[src/rtl/gp_reg_file.sv]
// Parameterised general-purpose register file: one synchronous write port and two combinational read ports.
// Define GP_REG_FILE_BYPASS_EN to forward same-cycle write data to a matching read port.
module gp_reg_file #(
    parameter int WIDTH    = 32,
    parameter int DEPTH    = 32,
    parameter int ZERO_REG = 1,
    localparam int ADDR_W  = $clog2(DEPTH)
) (
    input  logic              clk,
    input  logic              rst_n,
    input  logic              wr_en,
    input  logic [ADDR_W-1:0] wr_addr,
    input  logic [WIDTH-1:0]  wr_data,
    input  logic [ADDR_W-1:0] rd_addr_a,
    output logic [WIDTH-1:0]  rd_data_a,
    input  logic [ADDR_W-1:0] rd_addr_b,
    output logic [WIDTH-1:0]  rd_data_b
);

    localparam logic [ADDR_W:0] DEPTH_EXT = (ADDR_W + 1)'(DEPTH);

    logic [WIDTH-1:0] mem [DEPTH];
    logic             wr_accept;

    // Non-power-of-2 depths leave a hole in the address space that must read as zero.
    function automatic logic addr_ok(input logic [ADDR_W-1:0] addr);
        return ({1'b0, addr} < DEPTH_EXT);
    endfunction

    function automatic logic is_zero_reg(input logic [ADDR_W-1:0] addr);
        return (ZERO_REG != 0) && (addr == '0);
    endfunction

    assign wr_accept = wr_en && rst_n && addr_ok(wr_addr) && !is_zero_reg(wr_addr);

    always_ff @(posedge clk or negedge rst_n) begin
        if (!rst_n) begin
            for (int i = 0; i < DEPTH; i++) begin
                mem[i] <= '0;
            end
        end else if (wr_accept) begin
            mem[wr_addr] <= wr_data;
        end
    end

    // Register 0 is never written when hardwired, so storage alone keeps it reading zero.
    function automatic logic [WIDTH-1:0] read_port(input logic [ADDR_W-1:0] addr);
        logic [WIDTH-1:0] val;
        val = '0;
        if (addr_ok(addr)) begin
            val = mem[addr];
        end
`ifdef GP_REG_FILE_BYPASS_EN
        if (wr_accept && (addr == wr_addr)) begin
            val = wr_data;
        end
`endif
        return val;
    endfunction

    always_comb begin
        rd_data_a = read_port(rd_addr_a);
    end

    always_comb begin
        rd_data_b = read_port(rd_addr_b);
    end

endmodule

[config.mk]
export PLATFORM = sky130hd
export DESIGN_NAME = gp_reg_file
export DESIGN_NICKNAME = d
export VERILOG_FILES = /design/src/rtl/gp_reg_file.sv
export SDC_FILE = /design/constraint.sdc
export NUM_CORES = 2
export LEC_CHECK = 0
export CAP_MARGIN = 20
export CORE_MARGIN = 4
export CORE_UTILIZATION = 55
export DETAILED_ROUTE_END_ITERATION = 6
export GPL_ROUTABILITY_DRIVEN = 0
export HOLD_SLACK_MARGIN = 0.03
export PLACE_DENSITY = 0.75
export SYNTH_ARGS = -nofsm -noshare
export SYNTH_HDL_FRONTEND = slang
export SYNTH_SLANG_ARGS = --single-unit
[constraint.sdc]
create_clock -name clk -period 4.95 [get_ports clk]
set_input_delay 0.7425 -clock clk [delete_from_list [all_inputs] [get_ports clk]]
set_output_delay 0.7425 -clock clk [all_outputs]
set_load 0.01 [all_outputs]
* After elaboration in Yosys (flattened, before gate mapping)
Cells that the tools add are included.
** Operators by class
- Order comparisons :: 4
- Multiplexer cells :: 9
- Bitwise logic cells :: 3
- Reduce and logical (&&, ||, !) cells :: 5
** Operator list (number)
- bitwise mux 1024 bit :: 1
- binary-select mux 32 bit (select 5 bit) :: 2
- demux 32 bit (select 5 bit) :: 1
- 2-to-1 mux 32 bit :: 5
- >= comparator 6 bit (second input constant) :: 3
- inverter 5 -> 6 bit :: 3
- < comparator 6 x 1 -> 1 bit (second input constant) :: 1
- zero test 5 bit :: 1
- logical AND 1 bit :: 3
- zero test 1 bit :: 1
** Storage, ports and cells
- Register bits :: 1024
- Input bits :: 50
- Logic and storage cells :: 53

* Longest topological paths before layout
- Depth in word-level cells :: 6
- Mapped depth :: 8
- Mapped depth without buffers :: 5

* Worst setup path before layout
No wires, ideal clock.
- Kind :: input-to-output
- Start :: input rd_addr_a[1]
- End :: output rd_data_a[11]
- Arrival :: 2146 ps
- Required time :: 4208 ps
- Path slack :: 2061 ps
- Cell stages on the path :: 8
- Cell sequence :: buf_2 -> buf_2 -> buf_2 -> buf_2 -> mux2i_1 -> a22oi_1 -> a31oi_1 -> nand3_1
** Between the ends
- Word-level cells in the longest chain between the ends :: 4
** RTL lines
- start, declared :: RTL line 14 : input logic [ADDR_W-1:0] rd_addr_a,
- inverter 5 -> 6 bit (implied by the code) :: RTL line 51 : val = mem[addr];
- binary-select mux 32 bit (select 5 bit) :: RTL line 51
- 2-to-1 mux 32 bit (implied by the code) (2 in series) :: RTL line 51
- end, declared :: RTL line 15 : output logic [WIDTH-1:0] rd_data_a,
No other way between the ends. The select of a mux whose other input is x is not followed.

* Worst setup path in the final report
- Start :: input rd_addr_a[2]
- End :: output rd_data_a[18]
The elaborated chain is that of the path after synthesis.

==> impl_metrics.ini <==
[setup_path]
crit_top_cell = clkdlybuf4s50_1
ff2ff_path_depth = 1
worstPathArrival_ns = 3.70
critPathRequiredTime_ns = 4.21
max_stage_delay_ns = 0.61
critical_path.slowest_cell = clkdlybuf4s50_1
critPathMaxFanout = 63
r2r_setup_slack_ns = 4.14
path_class = in -> out
startpoint_type = primary input
end_kind = output pin
rr_startpoint = mem[739]$_DFFE_PN0P_
reg2reg_to = mem[739]$_DFFE_PN0P_
crit_chain = clkdlybuf4s50_1 -> nor2b_4 -> buf_12 -> a22o_1 -> nor3_1 -> a31oi_1 -> nand3_1 -> clkdlybuf4s50_1

[synthesis]
ys_top_cells_by_area = dfrtp_1 46%, mux2_2 18%, mux2i_1 18%
yosys_warnings = 0
synth.cell_area_mm2 = 0.0557
syn_inst = 4611
synth-seq-cells = 1024
synth.net_count = 4661
ys_seq_area_frac = 0.460
synth_top_area_share = 0.460
avgSynthCellArea_um2 = 12.1
synth_largest_area_cell = dfrtp_1
synth.distinct_cells = 34

[hold_path]
hold_depth = 0
min_from = mem[1021]$_DFFE_PN0P_
hold_path.class = reg -> reg
hold_end = mem[1021]$_DFFE_PN0P_

[clock_tree]
numCtsBuffers = 106
cts-root-buf = clkbuf_16
cts_tree = done
cts.path.max_buffers = 3
clock-sinks = 1024
insertion_delay_ns = 0.69
cts.htree.levels = 3
cts.reportedPaths.clkPinSlew_ns = 0.06
post_cts_resized = 0

[place]
placed_cell_area_mm2 = 0.0587
post-dp-hpwl_um = 101000
portBuffers = 113

[cells_and_area]
multi_input_area_mm2 = 0.0282
fillers = 7717
drive_gt1_frac = 0.301
postLayoutCellArea_mm2 = 0.0628
final_cell_mix = 1024 x mux2i_1, 1024 x dfrtp_1, 915 x mux2_2
area_growth_syn_to_layout_pct = 12.6
largest_register_ffs = 1024
reg_top3 = mem: 1024 flops
fin_nets = 4589
regMostFlops = mem
seqCellArea_mm2 = 0.0256
post-route-util = 0.626

[die]
initial_utilization = 0.556
num_rows = 116
die_w_um = 326
coreArea_mm2 = 0.100
die_area_mm2 = 0.107
die_h_um = 326
num_io_pins = 114

[sta]
finalMaxSlewViolations = 0
timing.fmax_mhz = 225
hold_viol = 0
max-slew-margin-rel = 0.218
tightest_slew_ns = 1.17
post-route-period-util = 0.898
min_period_ns = 4.44
skew_ns = 0
fin_tns_setup_ns = 0
setup_viol = 0
rsz0062_at_grt = false

[detailed_routing]
wire_per_inst_um = 28.8
ant_nets = 0
wirelength_um = 172000
vias = 39700
drtIter0Drc = 3698
drcViolationCount = 0
first_pass_iters = 5
vias_per_cell = 6.63

[global_route]
grt_max_degree = 179
grt_overflow = 0
grt_antenna_before_repair = 7
grt_util_all_layers = 0.316
grt_pass1_wl_um = 258000
grt_pass1_vias = 40100

[power_and_ir_drop]
irDropWorstVdd_v = 0.000424
p_leak_nw = 30.1
p_per_area_mw_per_mm2 = 365

[flow_run]
cap_violations = 0

[run_status]
status = completed
through the flow:
stage | cells | power, mW | hold slack (ns) | setup WS (ns)
2_1_floorplan | 4611 | 12.9 | 0.447 | 2.06
6_report | 5989 | 22.9 | 0.400 | 0.507
3_5_place_dp | 5775 | 14.3 | 0.388 | 0.587
4_1_cts | 5972 | 22.9 | 0.403 | 0.594
3_3_place_gp | 5772 | 14.1 | 0.384 | 0.604
5_1_grt | 5986 | 23.8 | 0.411 | 0.464
how the worst max path moves through the flow:
stage	cells past startpoint	start	to	slack, ns
6_report	8	rd_addr_a[2]	rd_data_a[18]	0.51
5_1_grt	7	rd_addr_a[2]	rd_data_a[6]	0.46
4_1_cts	8	rd_addr_a[2]	rd_data_a[18]	0.59
3_5_place_dp	8	rd_addr_a[2]	rd_data_a[18]	0.59
3_3_place_gp	9	rd_addr_b[2]	rd_data_b[31]	0.60
2_1_floorplan	8	rd_addr_a[1]	rd_data_a[11]	2.06
cell usage after synthesis:
master	n
a21oi_1	192
a22o_1	128
a22oi_1	192
a31oi_1	64
and2_1	3
buf_1	19
buf_12	6
buf_2	186
buf_4	3
buf_6	2
clkbuf_1	262
clkbuf_2	1
dfrtp_1	1024
mux2_1	17
mux2_2	915
mux2_4	60
mux2i_1	1024
nand2_1	199
nand2b_1	5
nand2b_4	2
nand3_1	197
nand3b_1	1
nand4_1	2
nor2_1	26
nor2b_1	5
nor3_1	65
nor3_2	1
nor3b_2	1
nor4_2	1
or2_2	2
or2_4	2
or3_2	1
or3b_1	1
or4_4	2
final cells by class:
type                    count  area share
diodes                      5    0.000199
clock buffers             149      0.0493
clock inverters            47      0.0112
multi-input cells        3108       0.449
flip-flops and latches   1024       0.408
well taps                1357      0.0270
repair buffers            299      0.0546
kinds of logic after synthesis:
| family | Yosys count | share of synthesized area |
|---|---|---|
| simple gates | 516 | 0.0429 |
| mux | 2016 | 0.388 |
| buf+inv | 479 | 0.0387 |
| compound gates | 576 | 0.0704 |
| flops | 1024 | 0.460 |
routing by layer:
layer / track usage / share of wire / vias up
met3: 0.0638 / 0.088 / 488
met4: 0.119 / 0.042 / 4
met2: 0.502 / 0.46 / 1924
met1: 0.432 / 0.41 / 20500
met5: 0 / 0.00016 / -
li1: - / - / 16800
critical path, delay by kind of cell:
| family | cells | cell delay, ns |
|---|---|---|
| buffers and inverters | 3 | 1.64 |
| AND/OR/NAND/NOR | 3 | 0.92 |
| AO/OA/AOI/OAI | 2 | 0.35 |
power by group:
group | switching [mW] | internal (mW)
clock network | 3.52 | 5.20
logic | 1.95 | 1.98
registers | 0.828 | 9.46
timing repair:
item,in CTS,in global routing
hold buffers,1,0
buffers inserted,0,0
hold endpoints to repair,40,0
Power figures use the tool's default switching activity.
